[src/rtl/multicycle_ctrl_if.sv]
// Control/datapath bundle for the multi-cycle controller: IR fields, flags,
// memory handshake and every datapath select/enable it drives.
interface multicycle_ctrl_if #(
    parameter int unsigned CNT_W = 32
);
    logic [5:0]       opcode;
    logic [5:0]       funct;
    logic             zero;
    logic             mem_ready;
    logic             mem_req;
    logic             mem_write;
    logic             iord;
    logic             ir_write;
    logic             pc_write;
    logic [1:0]       pc_src;
    logic             alu_src_a;
    logic [1:0]       alu_src_b;
    logic [1:0]       alu_op;
    logic             RegDst;
    logic             Link;
    logic             reg_write;
    logic [1:0]       mem_to_reg;
    logic             illegal;
    logic [2:0]       state;
    logic [CNT_W-1:0] retired;

    modport master (
        input  opcode, funct, zero, mem_ready,
        output mem_req, mem_write, iord, ir_write, pc_write, pc_src,
               alu_src_a, alu_src_b, alu_op, RegDst, Link, reg_write,
               mem_to_reg, illegal, state, retired
    );

    modport slave (
        output opcode, funct, zero, mem_ready,
        input  mem_req, mem_write, iord, ir_write, pc_write, pc_src,
               alu_src_a, alu_src_b, alu_op, RegDst, Link, reg_write,
               mem_to_reg, illegal, state, retired
    );
endinterface

[src/rtl/multicycle_ctrl.sv]
// Multi-cycle control FSM: sequences ALU, memory port and write-back selects
// per instruction class, and counts retired instructions.
module multicycle_ctrl #(
    parameter int unsigned CNT_W = 32
) (
    input logic              clk,
    input logic              rst_n,
    multicycle_ctrl_if.master bus
);
    typedef enum logic [2:0] {
        IDLE   = 3'd0,
        FETCH  = 3'd1,
        DECODE = 3'd2,
        EXEC   = 3'd3,
        MEM    = 3'd4,
        WB     = 3'd5
    } state_e;

    typedef enum logic [3:0] {
        K_ILL, K_ALU, K_JR, K_LW, K_SW, K_BEQ, K_ADDI, K_ORI, K_J, K_JAL
    } kind_e;

    localparam int unsigned OP_W = 6;

    state_e            state_q, state_d;
    logic [OP_W-1:0]   op_q, op_d;
    logic [OP_W-1:0]   funct_q, funct_d;
    logic [CNT_W-1:0]  retired_q, retired_d;
    kind_e             kind_in, kind_q;

    logic       mem_req_c, mem_write_c, iord_c, ir_write_c, pc_write_c;
    logic [1:0] pc_src_c, alu_src_b_c, alu_op_c, mem_to_reg_c;
    logic       alu_src_a_c, reg_dst_c, link_c, reg_write_c, illegal_c;

    // Instruction class from opcode/funct; anything unlisted is illegal.
    function automatic kind_e decode(input logic [OP_W-1:0] op, input logic [OP_W-1:0] fn);
        kind_e k;
        k = K_ILL;
        case (op)
            6'h00: begin
                case (fn)
                    6'h20, 6'h22, 6'h24, 6'h25, 6'h2A: k = K_ALU;
                    6'h08:                             k = K_JR;
                    default:                           k = K_ILL;
                endcase
            end
            6'h23:   k = K_LW;
            6'h2B:   k = K_SW;
            6'h04:   k = K_BEQ;
            6'h08:   k = K_ADDI;
            6'h0D:   k = K_ORI;
            6'h02:   k = K_J;
            6'h03:   k = K_JAL;
            default: k = K_ILL;
        endcase
        return k;
    endfunction

    // The IR is written at the end of FETCH, so DECODE reads it straight off the bus.
    assign kind_in = decode(bus.opcode, bus.funct);
    assign kind_q  = decode(op_q, funct_q);

    always_ff @(posedge clk or negedge rst_n) begin
        if (!rst_n) begin
            state_q   <= IDLE;
            op_q      <= '0;
            funct_q   <= '0;
            retired_q <= '0;
        end else begin
            state_q   <= state_d;
            op_q      <= op_d;
            funct_q   <= funct_d;
            retired_q <= retired_d;
        end
    end

    always_comb begin
        state_d      = state_q;
        op_d         = op_q;
        funct_d      = funct_q;
        retired_d    = retired_q;
        mem_req_c    = 1'b0;
        mem_write_c  = 1'b0;
        iord_c       = 1'b0;
        ir_write_c   = 1'b0;
        pc_write_c   = 1'b0;
        pc_src_c     = 2'd0;
        alu_src_a_c  = 1'b0;
        alu_src_b_c  = 2'd0;
        alu_op_c     = 2'd0;
        reg_dst_c    = 1'b0;
        link_c       = 1'b0;
        reg_write_c  = 1'b0;
        mem_to_reg_c = 2'd0;
        illegal_c    = 1'b0;

        case (state_q)
            IDLE: state_d = FETCH;
            FETCH: begin
                mem_req_c   = 1'b1;
                alu_src_b_c = 2'd1;
                if (bus.mem_ready) begin
                    ir_write_c = 1'b1;
                    pc_write_c = 1'b1;
                    state_d    = DECODE;
                end
            end
            DECODE: begin
                op_d        = bus.opcode;
                funct_d     = bus.funct;
                alu_src_b_c = 2'd3;
                if (kind_in == K_ILL) begin
                    illegal_c = 1'b1;
                    state_d   = FETCH;
                end else begin
                    state_d   = EXEC;
                end
            end
            EXEC: begin
                case (kind_q)
                    K_ALU: begin
                        alu_src_a_c = 1'b1;
                        alu_op_c    = 2'd2;
                        state_d     = WB;
                    end
                    K_LW, K_SW, K_ADDI: begin
                        alu_src_a_c = 1'b1;
                        alu_src_b_c = 2'd2;
                        state_d     = (kind_q == K_ADDI) ? WB : MEM;
                    end
                    K_ORI: begin
                        alu_src_a_c = 1'b1;
                        alu_src_b_c = 2'd2;
                        alu_op_c    = 2'd3;
                        state_d     = WB;
                    end
                    K_BEQ: begin
                        alu_src_a_c = 1'b1;
                        alu_op_c    = 2'd1;
                        pc_src_c    = 2'd1;
                        pc_write_c  = bus.zero;
                        state_d     = FETCH;
                    end
                    K_J, K_JAL: begin
                        pc_src_c   = 2'd2;
                        pc_write_c = 1'b1;
                        if (kind_q == K_JAL) begin
                            reg_write_c  = 1'b1;
                            link_c       = 1'b1;
                            mem_to_reg_c = 2'd2;
                        end
                        state_d = FETCH;
                    end
                    K_JR: begin
                        pc_src_c   = 2'd3;
                        pc_write_c = 1'b1;
                        state_d    = FETCH;
                    end
                    default: state_d = FETCH;
                endcase
            end
            MEM: begin
                mem_req_c   = 1'b1;
                iord_c      = 1'b1;
                mem_write_c = (kind_q == K_SW);
                if (bus.mem_ready) begin
                    state_d = (kind_q == K_LW) ? WB : FETCH;
                end
            end
            WB: begin
                reg_write_c  = 1'b1;
                reg_dst_c    = (kind_q == K_ALU);
                mem_to_reg_c = (kind_q == K_LW) ? 2'd1 : 2'd0;
                state_d      = FETCH;
            end
            default: state_d = IDLE;
        endcase

        // Completion of a legal instruction: any return to FETCH past DECODE.
        if (state_d == FETCH && (state_q == EXEC || state_q == MEM || state_q == WB)) begin
            retired_d = retired_q + CNT_W'(1);
        end
    end

    assign bus.mem_req    = mem_req_c;
    assign bus.mem_write  = mem_write_c;
    assign bus.iord       = iord_c;
    assign bus.ir_write   = ir_write_c;
    assign bus.pc_write   = pc_write_c;
    assign bus.pc_src     = pc_src_c;
    assign bus.alu_src_a  = alu_src_a_c;
    assign bus.alu_src_b  = alu_src_b_c;
    assign bus.alu_op     = alu_op_c;
    assign bus.RegDst     = reg_dst_c;
    assign bus.Link       = link_c;
    assign bus.reg_write  = reg_write_c;
    assign bus.mem_to_reg = mem_to_reg_c;
    assign bus.illegal    = illegal_c;
    assign bus.state      = 3'(state_q);
    assign bus.retired    = retired_q;

endmodule

[src/flat_wrapper.sv]
// flat-port wrapper written by rule: the top's interface ports become plain ports
module multicycle_ctrl_flat 
#(
    parameter int unsigned CNT_W = 32
)
  (clk, rst_n, bus_opcode, bus_funct, bus_zero, bus_mem_ready, bus_mem_req, bus_mem_write, bus_iord, bus_ir_write, bus_pc_write, bus_pc_src, bus_alu_src_a, bus_alu_src_b, bus_alu_op, bus_RegDst, bus_Link, bus_reg_write, bus_mem_to_reg, bus_illegal, bus_state, bus_retired);
  multicycle_ctrl_if #(.CNT_W(CNT_W)) bus_i ();
  input logic clk;
  input logic rst_n;
  input wire logic [$bits(bus_i.opcode)-1:0] bus_opcode;
  input wire logic [$bits(bus_i.funct)-1:0] bus_funct;
  input wire logic [$bits(bus_i.zero)-1:0] bus_zero;
  input wire logic [$bits(bus_i.mem_ready)-1:0] bus_mem_ready;
  output wire logic [$bits(bus_i.mem_req)-1:0] bus_mem_req;
  output wire logic [$bits(bus_i.mem_write)-1:0] bus_mem_write;
  output wire logic [$bits(bus_i.iord)-1:0] bus_iord;
  output wire logic [$bits(bus_i.ir_write)-1:0] bus_ir_write;
  output wire logic [$bits(bus_i.pc_write)-1:0] bus_pc_write;
  output wire logic [$bits(bus_i.pc_src)-1:0] bus_pc_src;
  output wire logic [$bits(bus_i.alu_src_a)-1:0] bus_alu_src_a;
  output wire logic [$bits(bus_i.alu_src_b)-1:0] bus_alu_src_b;
  output wire logic [$bits(bus_i.alu_op)-1:0] bus_alu_op;
  output wire logic [$bits(bus_i.RegDst)-1:0] bus_RegDst;
  output wire logic [$bits(bus_i.Link)-1:0] bus_Link;
  output wire logic [$bits(bus_i.reg_write)-1:0] bus_reg_write;
  output wire logic [$bits(bus_i.mem_to_reg)-1:0] bus_mem_to_reg;
  output wire logic [$bits(bus_i.illegal)-1:0] bus_illegal;
  output wire logic [$bits(bus_i.state)-1:0] bus_state;
  output wire logic [$bits(bus_i.retired)-1:0] bus_retired;
  assign bus_i.opcode = bus_opcode;
  assign bus_i.funct = bus_funct;
  assign bus_i.zero = bus_zero;
  assign bus_i.mem_ready = bus_mem_ready;
  assign bus_mem_req = bus_i.mem_req;
  assign bus_mem_write = bus_i.mem_write;
  assign bus_iord = bus_i.iord;
  assign bus_ir_write = bus_i.ir_write;
  assign bus_pc_write = bus_i.pc_write;
  assign bus_pc_src = bus_i.pc_src;
  assign bus_alu_src_a = bus_i.alu_src_a;
  assign bus_alu_src_b = bus_i.alu_src_b;
  assign bus_alu_op = bus_i.alu_op;
  assign bus_RegDst = bus_i.RegDst;
  assign bus_Link = bus_i.Link;
  assign bus_reg_write = bus_i.reg_write;
  assign bus_mem_to_reg = bus_i.mem_to_reg;
  assign bus_illegal = bus_i.illegal;
  assign bus_state = bus_i.state;
  assign bus_retired = bus_i.retired;
  multicycle_ctrl #(.CNT_W(CNT_W)) u_core (.clk(clk), .rst_n(rst_n), .bus(bus_i));
endmodule
[config.mk]
export PLATFORM = sky130hd
export DESIGN_NAME = multicycle_ctrl_flat
export DESIGN_NICKNAME = d
export VERILOG_FILES = /design/src/rtl/multicycle_ctrl_if.sv /design/src/rtl/multicycle_ctrl.sv /design/src/flat_wrapper.sv
export SDC_FILE = /design/constraint.sdc
export NUM_CORES = 1
export LEC_CHECK = 0
export CAP_MARGIN = 15
export CELL_PAD_IN_SITES_DETAIL_PLACEMENT = 1
export CELL_PAD_IN_SITES_GLOBAL_PLACEMENT = 1
export CORE_ASPECT_RATIO = 0.75
export CORE_UTILIZATION = 37
export DETAILED_ROUTE_END_ITERATION = 16
export PLACE_DENSITY_LB_ADDON = 0.1
export SLEW_MARGIN = 20
export SYNTH_ARGS = -nofsm -noshare
export SYNTH_HDL_FRONTEND = slang
export SYNTH_SLANG_ARGS = --single-unit
[constraint.sdc]
create_clock -name clk -period 2.5 [get_ports clk]
set_input_delay 0.25 -clock clk [delete_from_list [all_inputs] [get_ports clk]]
set_output_delay 0.25 -clock clk [all_outputs]
set_load 0.005 [all_outputs]
==> key figures <==
Final layout
  – Share of post-route cells with drive strength above 1: 19.4%
  – Antenna cell count: 0
  – Final #Nets: 357
  – Final cell area excluding filler cells: 3680 um^2
  – Area growth syn-to-layout: 41.4%
  – Final Non-Filler Cells: 425

Worst setup path
  – Setup CP Type: reg2out
  – Worst EP arrival: 2200 ps
  – Crit start category: flip-flop
  – CP required: 2250 ps
  – Critical Path End Type: primary output
  – Crit Path Max Fanout: 3

Floorplanning
  – Num ports: 69
  – Chip width: 98.8 um
  – Cell Rows: 26
  – Full die area: 7380 um^2
  – Initial core utilization: 38.3%
  – Core Box Area: 6800 um^2
  – Die Span Y: 74.6 um

Routing
  – Iter 0 DRT Violations: 90
  – Final wirelength: 7.14 mm
  – Drt wl/cell: 16.8 um
  – DRT Pass-1 Iters: 4
  – Residual DRC: 0
  – Vias/cell: 5.26
  – Antenna-violating nets left: 0
  – Via count: 2236

Placement
  – Placed cell areas: 3420 um^2
  – Routability cong.: 0.760
  – Dpl cells: 412
  – Port-buffer cells: 68
  – Hpwl dp: 5.36 mm

Timing
  – Final Hold Fails: 0
  – Setup_tns: 0 ps
  – Final period util: 97.9%
  – Clock skew: 10.2 ps
  – Fmax: 409 MHz
  – Worst slew pin tran: 641 ps
  – Slew HR: 57.3%
  – Unrepaired setup endpoints after global routing: yes
  – Minimum clock period: 2450 ps
  – Slew Viols, Final: 0
  – Final setup violating endpoints: 0

Yosys
  – Post-synth EDFFs: 0
  – Ys async rst share: 100%
  – Syn nets: 271
  – Syn_area_per_cell: 10.2 um^2
  – Seq/Total Area, Yosys: 45.2%
  – Cells after Synth: 254
  – Most used DFF post-synth: dfrtp_1
  – Yosys reg bits: 47
  – Post-synth cell types: 54
  – Synth warn: 0
  – Mapped Area: 2600 um^2

Outcome
  – Status: completed

Global routing
  – Antenna violations before repair: 0
  – GRT Overall Usage: 20.7%
  – First-pass GRT wire length: 11.8 mm
  – Vias in the first global route: 2243
  – Total global routing overflow: 0
  – Largest net degree at the start of global routing: 28

Pwr
  – Net Sw Frac: 35.6%
  – Net Sw Power: 1.01 mW
  – Leakage power: 1.62 nW
  – Peak supply drop: 0.384 mV
  – Gate power share: 39.6%
  – Reg power frac: 39.8%
  – Pwr dens: 773 nW/um^2
  – Internal power: 1.83 mW
  – Clock share of power: 20.6%

Clock tree
  – Total CTS buffers: 5
  – Clk root buf: clkbuf_8
  – CTS tree: done
  – Htree depth: 2
  – Clk pin slew, worst setup/hold paths: 90 ps
  – Clock sink count: 47
  – Clk_lat worst skew: 310 ps
  – Max Root-Sink Buffers: 2

Run
  – Max-cap violations: 0

Hold path
  – HP Class: in2reg
[power by group through the flow]
stage	Combinational, mW	Sequential, mW	Clock, mW
after CTS	1.10	1.13	0.605
after global placement	0.987	1.12	0
final	1.13	1.13	0.587
after detailed placement	1.01	1.13	0
after floorplan	0.595	1.08	0
after global routing	1.23	1.16	0.629
[per-stage QoR]
stage	worst slack, ps	util, %	hold WS [ps]	power [mW]
finish	53.0	54.1	283	2.85
detailed placement	-287	50.4	310	2.14
global route	-37.4	54.1	340	3.02
global placement	-140	50.4	306	2.11
CTS	-94.3	53.2	476	2.83
floorplan	473	-	-45.6	1.68
[final timing paths]
| check | start | to | slack, ps | cells after the start |
|---|---|---|---|---|
| worst max-delay path | u_core.op_q[1]$_DFFE_PN0P_ | bus_RegDst | 50 | 7 |
| worst min-delay path | bus_funct[2] | u_core.funct_q[2]$_DFFE_PN0P_ | 280 | 3 |
| worst max register to register | u_core.op_q[0]$_DFFE_PN0P_ | u_core.bus.retired[1]$_DFFE_PN0P_ | 230 | 7 |
| worst min register to register | u_core.bus.retired[31]$_DFFE_PN0P_ | u_core.bus.retired[31]$_DFFE_PN0P_ | 470 | 1 |
| max in group asynchronous | rst_n | u_core.bus.retired[4]$_DFFE_PN0P_ | 1370 | 3 |
| min in group asynchronous | rst_n | u_core.bus.retired[9]$_DFFE_PN0P_ | 500 | 2 |
[timing repair]
| action | 4_1_cts | 5_1_grt |
|---|---|---|
| gates resized for setup | 17 | 11 |
| pin swaps | 4 | 5 |
| hold buffers | 1 | 0 |
| gates cloned | 0 | 0 |
| endpoints found under the hold margin | 25 | 0 |
| endpoints found under the setup margin | 8 | 4 |
| setup buffers | 3 | 1 |
[per-layer routing]
metal  wire (um)  vias up  part of all wire, %  GRT usage (%)
met3         251        5                  3.5           3.44
met1        3590     1117                   50           30.8
met2        3240       41                   45           31.9
met5           0        -                    0              0
met4          60        0                 0.84           4.98
li1            -     1073                    -              -
[area by class of cell]
class | instances | area, um^2
fillers | 760 | 3120
multi-input cells | 188 | 1410
well taps | 84 | 105
clock buffers | 5 | 68.8
inverters | 12 | 45.0
flip-flops and latches | 47 | 1180
clock inverters | 3 | 46.3
repair buffers | 86 | 830
[cells in the final DEF (no fill, tap or decap), types with 10 or more instances in the layout]
cell	n
buf_4	16
clkdlybuf4s50_1	58
dfrtp_1	45
inv_1	12
mux2_2	11
nand2_1	13
nand3_1	10
nor2_1	24
nor3_1	14
xnor2_1	11
xor2_1	22
[state kept, by name, indices dropped and copies added, names as in the netlist]
register,flops
u_core.funct_q,6
u_core.bus.retired,32
u_core.op_q,6
u_core.bus.state,3
[Yosys cell counts, types with 2 or more instances]
library cell   n  area [um^2]
xnor2_1       11         96.3
mux2_2        11          124
dfrtp_1       47         1180
a21oi_1        4         20.0
nor4_1         6         37.5
inv_1         12         45.0
xor2_1        22          193
a211oi_1       2         15.0
nor4_2         2         25.0
clkbuf_1       2         7.51
buf_6          3         33.8
buf_4          2         15.0
a31oi_1        3         18.8
o21a_1         2         15.0
o21ai_0        3         15.0
nor3_1        15         75.1
nor2_1        25         93.8
o21ai_2        2         17.5
and3_1         6         37.5
nand2b_1       8         50.1
nand3_1       11         55.1
nand4_1        7         43.8
nand2_1       14         52.6
o21ai_1        3         15.0
nor3b_1        2         15.0
[kinds of logic (layout without fill, tap and decap cells)]
kind of cell               Yosys count  count (layout)  synth area share (%)
muxes                               13              13                  5.72
adders and majority gates            1               1                 0.481
AOI/OAI and AO/OA                   30              30                  9.47
buffers and inverters               19             106                  3.89
and+or+nand+nor                    111             111                  24.1
DFF                                 47              47                  45.2
xor gates and xnor gates            33              33                  11.1
[critical path, cell delays in order, from the launching register on]
cell and delay [ps]:
dfrtp_2 440, buf_12 130, nor4_4 280, buf_4 160, and3_1 170, nand3_2 90, nor2_1 110, clkdlybuf4s50_1 510
Power figures use the tool's default switching activity.
